--- src/rtl/lsu.sv ---
// Load/store unit between execute and the 64-bit synchronous data SRAM.
// One request at a time: IDLE -> ACCESS -> (WAIT) -> RESP, or IDLE -> RESP on a bad request.
module lsu #(
    parameter int ADDR_W = 12
) (
    input  logic              clk,
    input  logic              rstn,
    input  logic              req_valid,
    output logic              req_ready,
    input  logic              req_we,
    input  logic [2:0]        req_funct3,
    input  logic [ADDR_W-1:0] req_addr,
    input  logic [63:0]       req_wdata,
    output logic              resp_valid,
    input  logic              resp_ready,
    output logic [63:0]       resp_rdata,
    output logic              resp_err,
    output logic              mem_en,
    output logic              mem_we,
    output logic [7:0]        mem_be,
    output logic [ADDR_W-4:0] mem_addr,
    output logic [63:0]       mem_wdata,
    input  logic [63:0]       mem_rdata,
    output logic [1:0]        dbg_state
);

    // Handshakes: a transfer happens on a rising edge where valid and ready are both 1;
    // the sender holds valid and its payload stable until that edge.

    typedef enum logic [1:0] {
        S_IDLE   = 2'd0,
        S_ACCESS = 2'd1,
        S_WAIT   = 2'd2,
        S_RESP   = 2'd3
    } state_t;

    state_t      state_q, state_d;
    logic        accept;
    logic        we_q;
    logic [2:0]  f3_q;
    logic [2:0]  off_q;

    logic        req_illegal;
    logic [7:0]  req_be;
    logic [63:0] req_wrep;
    logic [63:0] rd_shift;
    logic [63:0] load_ext;

    assign req_ready  = (state_q == S_IDLE);
    assign resp_valid = (state_q == S_RESP);
    assign dbg_state  = state_q;

    always_comb begin
        req_illegal = 1'b0;
        if (req_funct3 == 3'b111) begin
            req_illegal = 1'b1;
        end else if (req_we && req_funct3[2]) begin
            req_illegal = 1'b1;
        end else begin
            case (req_funct3[1:0])
                2'd1:    req_illegal = req_addr[0];
                2'd2:    req_illegal = |req_addr[1:0];
                2'd3:    req_illegal = |req_addr[2:0];
                default: req_illegal = 1'b0;
            endcase
        end
    end

    // Lane mask and replicated data by access size; the shift never overflows on legal requests.
    always_comb begin
        case (req_funct3[1:0])
            2'd0: begin
                req_be   = 8'h01 << req_addr[2:0];
                req_wrep = {8{req_wdata[7:0]}};
            end
            2'd1: begin
                req_be   = 8'h03 << req_addr[2:0];
                req_wrep = {4{req_wdata[15:0]}};
            end
            2'd2: begin
                req_be   = 8'h0F << req_addr[2:0];
                req_wrep = {2{req_wdata[31:0]}};
            end
            default: begin
                req_be   = 8'hFF;
                req_wrep = req_wdata;
            end
        endcase
    end

    assign rd_shift = mem_rdata >> {off_q, 3'b000};

    always_comb begin
        case (f3_q)
            3'b000:  load_ext = {{56{rd_shift[7]}}, rd_shift[7:0]};
            3'b001:  load_ext = {{48{rd_shift[15]}}, rd_shift[15:0]};
            3'b010:  load_ext = {{32{rd_shift[31]}}, rd_shift[31:0]};
            3'b011:  load_ext = rd_shift;
            3'b100:  load_ext = {56'b0, rd_shift[7:0]};
            3'b101:  load_ext = {48'b0, rd_shift[15:0]};
            3'b110:  load_ext = {32'b0, rd_shift[31:0]};
            default: load_ext = 64'b0;
        endcase
    end

    always_comb begin
        state_d = state_q;
        accept  = 1'b0;
        case (state_q)
            S_IDLE: begin
                if (req_valid) begin
                    accept  = 1'b1;
                    state_d = req_illegal ? S_RESP : S_ACCESS;
                end
            end
            S_ACCESS: state_d = we_q ? S_RESP : S_WAIT;
            S_WAIT:   state_d = S_RESP;
            S_RESP:   if (resp_ready) state_d = S_IDLE;
            default:  state_d = S_IDLE;
        endcase
    end

    always_ff @(posedge clk or negedge rstn) begin
        if (!rstn) state_q <= S_IDLE;
        else       state_q <= state_d;
    end

    // mem_en/we/be/wdata pulse for exactly the ACCESS cycle and rest at zero otherwise.
    always_ff @(posedge clk or negedge rstn) begin
        if (!rstn) begin
            we_q       <= 1'b0;
            f3_q       <= 3'b0;
            off_q      <= 3'b0;
            mem_en     <= 1'b0;
            mem_we     <= 1'b0;
            mem_be     <= 8'b0;
            mem_addr   <= '0;
            mem_wdata  <= 64'b0;
            resp_rdata <= 64'b0;
            resp_err   <= 1'b0;
        end else begin
            mem_en    <= 1'b0;
            mem_we    <= 1'b0;
            mem_be    <= 8'b0;
            mem_wdata <= 64'b0;
            if (accept) begin
                we_q       <= req_we;
                f3_q       <= req_funct3;
                off_q      <= req_addr[2:0];
                resp_rdata <= 64'b0;
                resp_err   <= req_illegal;
                if (!req_illegal) begin
                    mem_en    <= 1'b1;
                    mem_we    <= req_we;
                    mem_be    <= req_be;
                    mem_addr  <= req_addr[ADDR_W-1:3];
                    mem_wdata <= req_we ? req_wrep : 64'b0;
                end
            end
            if (state_q == S_WAIT) resp_rdata <= load_ext;
        end
    end

endmodule

--- config.mk ---
export PLATFORM = sky130hd
export DESIGN_NAME = lsu
export DESIGN_NICKNAME = d
export VERILOG_FILES = /design/src/rtl/lsu.sv
export SDC_FILE = /design/constraint.sdc
export NUM_CORES = 1
export LEC_CHECK = 0
export CORE_MARGIN = 10
export CORE_UTILIZATION = 45
export DETAILED_ROUTE_END_ITERATION = 7
export GPL_ROUTABILITY_DRIVEN = 0
export PLACE_DENSITY = 0.9
export SYNTH_ARGS = -nofsm -noshare
export SYNTH_HDL_FRONTEND = slang
export SYNTH_SLANG_ARGS = --single-unit
export TNS_END_PERCENT = 5
--- constraint.sdc ---
create_clock -name clk -period 5 [get_ports clk]
set_input_delay 0.75 -clock clk [delete_from_list [all_inputs] [get_ports clk]]
set_output_delay 0.75 -clock clk [all_outputs]
set_load 0.02 [all_outputs]
Yosys cells after proc, flatten, opt, wreduce, memory -nomap -nowiden --
Cells that the tools add are included. Widths: inputs -> output; s select.
Operators by class: equal/unequal tests 15, shift operators 4, muxes and demuxes 24, bitwise gates (word level) 1, reductions and logical operators 9
Operator list (number):
- $pmux 64 s7 | 1
- $mux 64 | 5
- $pmux 64 s3 | 1
- $shr 64x6->64 | 1
- $pmux 8 s3 | 1
- $mux 8 | 2
- $eq 3x3->1 const B | 4
- $mux 1 | 9
- $eq 2x2->1 const B | 4
- $pmux 2 s4 | 1
- $shl 1x3->8 const A | 1
- $shl 2x3->8 const A | 1
- $shl 4x3->8 const A | 1
- $eq 3x2->1 const B | 2
- $mux 2 | 3
- $eq 2x1->1 const B | 2
- $logic_not 2->1 | 2
- $reduce_and 2->1 | 2
- $eq 3x1->1 const B | 1
- $logic_not 3->1 | 1
- $pmux 1 s3 | 1
- $reduce_or 3->1 | 1
- $ne 2x1->1 const B | 1
- $ne 2x2->1 const B | 1
- other kinds (4) | 4
Storage, ports and cells: register bits after elaboration 157, input bits 148, output and inout port bits 152, logic and storage cells 64

Depth between registers and ports, before layout --
depth in word-level cells 7, depth in mapped cells 10, mapped depth without buffers 8

Least setup slack after synthesis --
Ideal clock, no wire load.
path type input -> register, from input req_funct3[1], to register mem_addr[0], setup time 125 ps, data arrival time 2678 ps, slack 2197 ps, stages on the path 10, cells stage by stage clkbuf_1 > inv_1 > ha_1 > nor3_1 > nor2_1 > a21oi_1 > nand2_1 > inv_1 > buf_2 > mux2_2
On the way: word-level cells in the longest chain between the ends 6
Ends and longest elaborated chain:
- from (decl) | line 11 | input logic [2:0] req_funct3,
- $eq 2x2->1 / $eq 2x1->1 (equally long branches) | line 60 | case (req_funct3[1:0])
- $pmux 1 s3 | line 60
- $mux 1 | line 57 | end else if (req_we && req_funct3[2]) begin
- $mux 1 * | line 55 | if (req_funct3 == 3'b111) begin
- $not 1->1 (no line) *
- $reduce_and 2->1 (no line) *
- to (signal assigned) | line 156 | mem_addr <= req_addr[ADDR_W-1:3];
- to (decl) | line 21 | output logic [ADDR_W-4:0] mem_addr,
Every way passes the cells marked *; elsewhere a longest branch is shown, timed or not. A chain may end at the register's enable or synchronous reset.

Worst setup path after layout --
from input req_funct3[1], to register mem_addr[1]
Same word-level chain as after synthesis.

==> flow_metrics.py <==
metrics = {
    "clocking": {
        "cts_tree": "built",
        "cts_setup_buffers": 0,
        "cts_buffers": 17,
        "clock_latency_ns": 0.43,
        "cts_hold_buf": 0,
        "cts.htree.levels": 4,
        "cts.path.max_buffers": 2,
        "cts-root-buf": "clkbuf_16",
        "path_clk_slew_ns": 0.07,
        "cts_resized": 0,
        "clock-sinks": 157,
    },
    "worst_setup_path": {
        "worstPathRequired_ns": 5.31,
        "path_max_fanout": 24,
        "crit_type": "in -> reg",
        "critPathBufInv": 2,
        "timing.rr.start": "off_q[0]",
        "arrival_ns": 4.04,
        "cp_cell_sequence": "clkdlybuf4s50_1 -> ha_1 -> nor3_1 -> nor2_1 -> a21oi_1 -> nand2_1 -> inv_1 -> mux2_2",
        "cpMaxStageDelayCell": "clkdlybuf4s50_1",
        "r2r_end": "resp_rdata[51]",
        "rr_worst_depth": 6,
        "crit_family": "buffers and inverters",
        "critPathLaunchType": "input pin",
        "end_kind": "register",
        "rrSetupSlack_ns": 1.88,
        "critPathMaxStageDelay_ns": 0.77,
    },
    "timing": {
        "finalSetupViolations": 0,
        "hold_violations": 0,
        "period_share_pct": 74.7,
        "finalSetupTns_ns": 0,
        "grt_setup_unrepaired": "no",
        "relSlewSlack_pct": 22.1,
        "finalCriticalPeriod_ns": 3.73,
        "setup_ws_ns": 1.27,
        "worst_slew_pin_slew_ns": 1.17,
        "slew_viol_final": 0,
        "fmax_ghz": 0.268,
        "clock_skew_ns": 0.0141,
    },
    "synth": {
        "synth.distinct_cells": 46,
        "syn_nets": 1033,
        "syn_inst": 874,
        "synth_top_cell_by_area": "dfrtp_1",
        "ys_seq_area_share_pct": 46.6,
        "synth-warning-count": 0,
        "syn_avg_cell_area_um2": 9.64,
        "syn_area_um2": 8430,
        "ys_ff_latch": 157,
        "netlist.area_leader.share_pct": 46.6,
        "synth_area_leaders": "dfrtp_1 47%, a21oi_1 8.1%, mux4_2 6.1%, mux2i_1 5.6%, nor2_1 4.6%",
    },
    "global_route": {
        "overflow": 0,
        "grt_pass1_vias": 8491,
        "antenna_found_initial": 1,
        "grt_pass1_wl_um": 49900,
        "grtUsageTotal_pct": 26.2,
        "grt_start_max_net_pins": 61,
    },
    "finish": {
        "seqCellArea_um2": 3930,
        "fillCellCount": 1369,
        "drive_gt1_share_pct": 9.31,
        "nNetsFinal": 1285,
        "antenna_cells": 0,
        "multi_input_area_um2": 4070,
        "area_delta_synth_final_pct": 43.6,
    },
    "route": {
        "wl_um": 32900,
        "ant_nets": 0,
        "via_per_inst": 6.10,
        "first_pass_iters": 5,
        "vias": 8350,
        "drc": 0,
        "drt_iter0_markers": 742,
        "wl_per_cell_um": 24.0,
    },
    "power": {
        "p_seq_share_pct": 28.6,
        "p_sw_mw": 2.75,
        "p_sw_share_pct": 42.9,
        "p_comb_share_pct": 50.5,
        "p_int_mw": 3.66,
        "vdd_drop_max_mv": 0.302,
        "p_total_mw": 6.41,
        "clkPwrFrac_pct": 20.9,
        "p_leak_nw": 5.20,
        "power_density_nw_per_um2": 529,
    },
    "floorplan": {
        "start_util_pct": 46.3,
        "dieWidth_um": 157,
        "dieHeight_um": 157,
        "num_rows": 49,
        "core_um2": 18200,
        "io-pin-count": 300,
        "die-area_um2": 24600,
    },
    "placed_design": {
        "dpl.hpwl_um": 24800,
        "numPortBuffers": 299,
        "dp_slack_ns": 0.938,
    },
    "outcome": {
        "status": "complete, no violations",
    },
    "hold_path": {
        "min_path_type": "in -> async",
    },
    "job": {
        "cap_viol_max_count": 0,
    },
}
==> metal layers <==
layer / vias up / GRT usage (%) / wire length, um
li1: 3663 / - / -
met1: 4037 / 29.0 / 11100
met2: 571 / 43.4 / 15700
met3: 79 / 11.2 / 4820
met4: 0 / 10.6 / 1180
met5: - / 0 / 0
==> how the worst max path moves through the flow <==
stage                  startpoint          end  slack [ns]  depth (start not counted)
finish              req_funct3[1]  mem_addr[1]        1.27                          8
global route        req_funct3[1]  mem_addr[1]        1.08                          8
CTS                 req_funct3[1]  mem_addr[1]        1.29                          8
detailed placement  req_funct3[1]  mem_addr[5]        0.94                          9
global placement    req_funct3[1]  mem_addr[0]        1.06                          8
floorplan           req_funct3[1]  mem_addr[0]        2.20                         10
==> worst register-to-register path, cell delays in order, from the launching register on <==
cell and delay [ns]:
dfrtp_4 0.72, buf_4 0.60, nor4bb_1 0.14, a21oi_1 0.26
or2_2 0.40, nor3b_4 0.69, a21oi_1 0.17
==> cell usage in the layout, fill, tap and decap left out, types with 2 or more instances in the layout <==
cell             instances
a2bb2oi_1                7
o31ai_1                  3
and2_1                   3
nor2_1                 104
mux2i_1                 47
or3_1                    2
inv_8                    4
a22oi_1                 29
clkdlybuf4s50_1        298
clkinv_8                 2
nand2b_1                 4
a211oi_1                15
inv_6                    7
a32oi_1                  8
a31oi_1                 23
clkbuf_16               17
mux4_2                  23
mux2_2                  15
o221ai_1                16
nor2b_1                 10
nor3_1                   6
dfrtp_1                155
a21oi_1                135
or2_2                    3
buf_4                   14
a31o_2                   8
o21ai_0                 23
inv_1                   28
and3_1                   8
ha_1                    10
nand2_1                 80
o22ai_1                  4
nand3_1                  6
==> logic make-up (layout without fill, tap and decap cells) <==
logic type / count (synthesis) / count (layout) / share of synthesized area (%)
buffers and inverters: 108 / 373 / 5.35
flip-flops: 157 / 157 / 46.6
multiplexers: 86 / 86 / 13.9
AO/OA/AOI/OAI: 280 / 280 / 20.5
AND/OR/NAND/NOR: 232 / 232 / 12.0
adder cells (fa/ha/maj): 11 / 11 / 1.63
==> sequential cells by signal, indices dropped and copies added, names as in the netlist <==
| name | cells |
|---|---|
| dbg_state | 2 |
| f3_q | 3 |
| mem_addr | 9 |
| mem_be | 8 |
| mem_en | 1 |
| mem_wdata | 64 |
| mem_we | 1 |
| off_q | 3 |
| resp_err | 1 |
| resp_rdata | 64 |
| we_q | 1 |
==> synthesized netlist by cell type (all sizes together) <==
library cell	n
a2111o	1
a2111oi	1
a211oi	15
a21oi	136
a22oi	29
a2bb2oi	7
a311oi	1
a31o	8
a31oi	23
a32oi	8
and2	3
and3	9
buf	29
clkbuf	51
dfrtp	157
ha	11
inv	28
mux2	16
mux2i	47
mux4	23
nand2	80
nand2b	4
nand3	6
nor2	105
nor2b	10
nor3	6
nor3b	1
nor4	1
nor4bb	2
o21a	1
o21ai	23
o21bai	1
o221ai	16
o22a	1
o22ai	4
o31a	1
o31ai	3
o41ai	1
or2	3
or3	2
==> cell type report <==
type	count	area share, %
Timing Repair Buffer	313	25.6
Multi-Input combinational cell	609	33.6
Inverter	28	0.869
Tap cell	229	2.37
Clock inverter	14	1.40
Sequential cell	157	32.5
Clock buffer	18	3.63
==> through the flow <==
step / instance area, um2 / cells / utilization, % / hold WS (ns)
floorplan: 8430 / 874 / - / 0.450
global placement: 11500 / 1336 / 63.1 / 0.462
detailed placement: 11500 / 1336 / 63.1 / 0.478
CTS: 12100 / 1368 / 66.4 / 0.306
global route: 12100 / 1368 / 66.4 / 0.328
finish: 12100 / 1368 / 66.4 / 0.289
==> power groups by stage <==
stage | combinational [mW] | sequential [mW] | clock (mW)
2_1_floorplan | 1.84 | 2.02 | 0
3_3_place_gp | 3.13 | 1.83 | 0
3_5_place_dp | 3.20 | 1.85 | 0
4_1_cts | 3.22 | 1.83 | 1.35
5_1_grt | 3.45 | 1.87 | 1.41
6_report | 3.23 | 1.83 | 1.34
Power figures use the tool's default switching activity.
==> edit 1: new RTL, config.mk and constraints unchanged <==
The parameter `ADDR_W` goes from 12 to 11.
--- a/src/rtl/lsu.sv
+++ b/src/rtl/lsu.sv
@@ -1,7 +1,7 @@
 // Load/store unit between execute and the 64-bit synchronous data SRAM.
 // One request at a time: IDLE -> ACCESS -> (WAIT) -> RESP, or IDLE -> RESP on a bad request.
 module lsu #(
-    parameter int ADDR_W = 12
+    parameter int ADDR_W = 11
 ) (
     input  logic              clk,
     input  logic              rstn,
Interface: changed (resized mem_addr and req_addr); port bits go from 300 to 298. No check against the original RTL was run, so the function may have changed too.
==> edit 1 against the unedited design <==
  * Count of clock-buffer cells in the layout unchanged
  * Sequential cell count down 1
  * Global-route usage up 0.29 points
  * Routed wire length up 1.1%
  * Register-to-register slack better by 0.15 ns
  * Worst setup slack better by 0.31 ns
  * First-iteration DRC count down 1.5%
  * Synthesized area down 0.52%
  * Cell area down 0.84%
  * Total power down 2.0%
==> edit 1: results (changes against the unedited design) <==
outcome -> finished, final reports clean (unchanged)
routed wire length -> 33,200 um (was 32,900 um)
largest net degree at the start of global routing -> 96 (was 61)
layout cells sized above 1 -> 9.25% (was 9.31%)
clock skew -> 0.00771 ns (was 0.0141 ns)
Iter 0 DRT Violations -> 731 (was 742)
met3 GRT Util -> 11.7% (was 11.2%)
met3 wire len -> 4490 um (was 4820 um)
fin nets -> 1,280 (was 1,285)
largest stage delay on the critical path -> 0.89 ns (was 0.77 ns)
met1 Usage GRT -> 28.8% (was 29.0%)
worst-margin pin slew -> 1.15 ns (was 1.17 ns)
IO Port Bufs -> 297 (was 299)
Post-Layout Cell Count -> 1,365 (was 1,368)
Pleak -> 5.15 nW (was 5.20 nW)
Tot GR Track Use -> 26.4% (was 26.2%)
Synth area leaders -> dfrtp_1 47%, a21oi_1 8.3%, mux4_2 6.2%, mux2i_1 5.6%, nor2_1 4.7% (was dfrtp_1 47%, a21oi_1 8.1%, mux4_2 6.1%, mux2i_1 5.6%, nor2_1 4.6%)
register area share after synthesis -> 46.6% (about the same)
ANT nets after route -> 0 (unchanged)
vias in the first global route -> 8,410 (was 8,491)
fill cell count -> 1,378 (was 1,369)
Pins Over Slew Limit -> 0 (unchanged)
CP max FO -> 49 (was 24)
crit path DAT -> 3.77 ns (was 4.04 ns)
Mapped Avg Cell Area -> 9.62 um^2 (was 9.64 um^2)
Synthesized Nets -> 1,029 (was 1,033)
via count -> 8,312 (was 8,350)
GRT met2 Usage -> 44.1% (was 43.4%)
global-route wire length before repair -> 50,100 um (was 49,900 um)
most frequent cells after synthesis -> 156 x dfrtp_1, 139 x a21oi_1, 104 x nor2_1 (was 157 x dfrtp_1, 136 x a21oi_1, 104 x nor2_1)
met2 WL post-DR -> 15,900 um (was 15,700 um)
setup violators final -> 0 (unchanged)
biggest regs -> mem_wdata x64, resp_rdata x64 (was mem_wdata x64, resp_rdata x64, mem_addr x9)
Peak VDD IR -> 0.000339 V (was 0.000302 V)
uppermost routed layer -> met4 (unchanged)
WL met1 -> 11,600 um (was 11,100 um)
Critical-path top delay cell -> clkdlybuf4s50_1 (unchanged)
pre-CTS WS -> 1.18 ns (was 0.938 ns)
Hold WC Path Type -> input port to async pin (unchanged)
DPL Wire Length -> 24,600 um (was 24,800 um)
## edit 1: cells by family (layout without fill, tap and decap cells)
| kind of cell | after synthesis | after routing | share of synthesized area [%] |
|---|---|---|---|
| AO/OA/AOI/OAI | 282 | 282 | 20.7 |
| AND/OR/NAND/NOR | 230 | 230 | 11.9 |
| flip-flops | 156 | 156 | 46.6 |
| buffers and inverters | 107 | 371 | 5.31 |
| multiplexers | 85 | 85 | 13.9 |
| adder cells (fa/ha/maj) | 11 | 11 | 1.64 |
| other | 0 | 1 | 0 |
## edit 1: where the power goes
part,internal [mW],total (mW),switching [mW]
clock network,0.697,1.27,0.572
logic,1.35,3.25,1.90
registers,1.54,1.76,0.217
total,3.59,6.28,2.69
## edit 1: area by class of cell
class	count	share of cell area (%)
Timing Repair Buffer	311	25.7
Multi-Input combinational cell	608	33.8
Clock inverter	14	1.14
Inverter	28	0.876
Sequential cell	156	32.6
Tap cell	229	2.39
Clock buffer	18	3.58
Antenna cell	1	0.0209
## edit 1: through the flow
stage	instance area, um^2	hold WS, ns
6_report	12000	0.410
5_1_grt	12000	0.476
4_1_cts	12000	0.456
3_5_place_dp	11400	0.468
3_3_place_gp	11400	0.462
2_1_floorplan	8380	0.450
## edit 1: worst paths after layout
check | to | slack, ns | cells after the start
worst min register to register | resp_rdata[7]$_DFFE_PN0P_ | 0.48 | 2
min in group clk | resp_rdata[7]$_DFFE_PN0P_ | 0.48 | 2
max in group asynchronous | mem_wdata[22]$_DFF_PN0_ | 3.56 | 2
worst max-delay path | mem_wdata[27]$_DFF_PN0_ | 1.58 | 9
worst max register to register | resp_rdata[55]$_DFFE_PN0P_ | 2.03 | 6
worst min-delay path | resp_rdata[2]$_DFFE_PN0P_ | 0.41 | 1
==> edit 2: new RTL, config.mk and constraints unchanged <==
Made on the original files. Reset style: synchronous (`rstn`), changed in 2 clocked blocks.
--- a/src/rtl/lsu.sv
+++ b/src/rtl/lsu.sv
@@ -120,13 +120,13 @@
         endcase
     end
 
-    always_ff @(posedge clk or negedge rstn) begin
+    always_ff @(posedge clk) begin
         if (!rstn) state_q <= S_IDLE;
         else       state_q <= state_d;
     end
 
     // mem_en/we/be/wdata pulse for exactly the ACCESS cycle and rest at zero otherwise.
-    always_ff @(posedge clk or negedge rstn) begin
+    always_ff @(posedge clk) begin
         if (!rstn) begin
             we_q       <= 1'b0;
             f3_q       <= 3'b0;
Check against the original RTL: differs if rstn is asserted again (counterexample within 4 cycles, from zero or initial values and one cycle with rstn low); with rstn held inactive, the same outputs for 4 cycles.
==> edit 2 against the unedited design <==
  * Worst setup slack improved by 0.27 ns
  * Routed wire length decreased by 2.7%
  * Synthesized area about the same
  * Clock skew decreased by 0.0049 ns
  * Maximum frequency increased by 7.9%
  * Sequential cell count unchanged
  * Cell area decreased by 0.80%
  * Total power decreased by 26%
  * Utilization decreased by 1.8 points
  * Critical path type unchanged
  * Critical endpoint is now mem_wdata[35]$_SDFF_PP0_
  * Highest routed layer unchanged
==> edit 2: results (changes against the unedited design) <==
outcome -> finished, final reports clean (unchanged)
ClkCell Share -> 4.63% (was 5.03%)
Inverters -> 27 (was 28)
register area share after synthesis -> 37.3% (was 46.6%)
crit path DAT -> 3.77 ns (was 4.04 ns)
post-synthesis instance area -> 8430 um^2 (about the same)
Hold WS -> 0.451 ns (was 0.289 ns)
met3 wire len -> 3930 um (was 4820 um)
Tot GR Track Use -> 24.8% (was 26.2%)
Hold WC Path Type -> register to register (was input port to async pin)
Multi-input comb cells -> 682 (was 609)
WL met1 -> 11,400 um (was 11,100 um)
pre-CTS WS -> 1.11 ns (was 0.938 ns)
sequential share of power -> 32.5% (was 28.6%)
initial antenna violation count -> 0 (was 1)
synth unique cells -> 55 (was 46)
met3 GRT Util -> 9.61% (was 11.2%)
register area -> 3150 um^2 (was 3930 um^2)
most frequent cells after synthesis -> 157 x dfxtp_1, 140 x a21oi_1, 115 x nor2_1 (was 157 x dfrtp_1, 136 x a21oi_1, 104 x nor2_1)
drt wl/cell -> 22.1 um (was 24.0 um)
Pleak -> 4.15 nW (was 5.20 nW)
placed cell areas -> 11,400 um^2 (was 11,500 um^2)
worst setup path endpoint -> mem_wdata[35]$_SDFF_PP0_ (was mem_addr[1]$_DFFE_PN0P_)
Layout non-clock buf frac -> 26.0% (was 25.6%)
Rel. slew slack -> 30.4% (was 22.1%)
## edit 2: cell types whose count changed after synthesis, sizes merged, moves of 9 or more
cell    delta
o21a      +10
a211oi    +35
a22oi     +34
o22ai      +9
dfxtp    +157
nand2     -11
mux4       -9
dfrtp    -157
o221ai    -12
mux2i     +34
nor2      +11
a31oi     -23
## edit 2: per-stage QoR
stage	util [%]	instances	power (mW)
after floorplan	-	951	2.81
after global placement	61.6	1413	3.45
after detailed placement	61.6	1413	3.49
after CTS	64.6	1445	4.73
after global routing	64.6	1445	4.94
final	64.6	1445	4.72
## edit 2: cell families after synthesis
logic type / synth area share (%)
muxes: 15.0
adders and majority gates: 1.63
AOI/OAI and AO/OA: 27.3
DFF: 37.3
and+or+nand+nor: 12.6
buffers and inverters: 6.19
## edit 2: worst reg2reg max path, cell delays in order, from the launching register on
cell and delay, ns:
dfxtp_4 0.99, mux2_4 0.43, nor2_1 0.22, a2111oi_4 0.11
a311oi_4 0.92, buf_12 0.27, a211oi_1 0.11
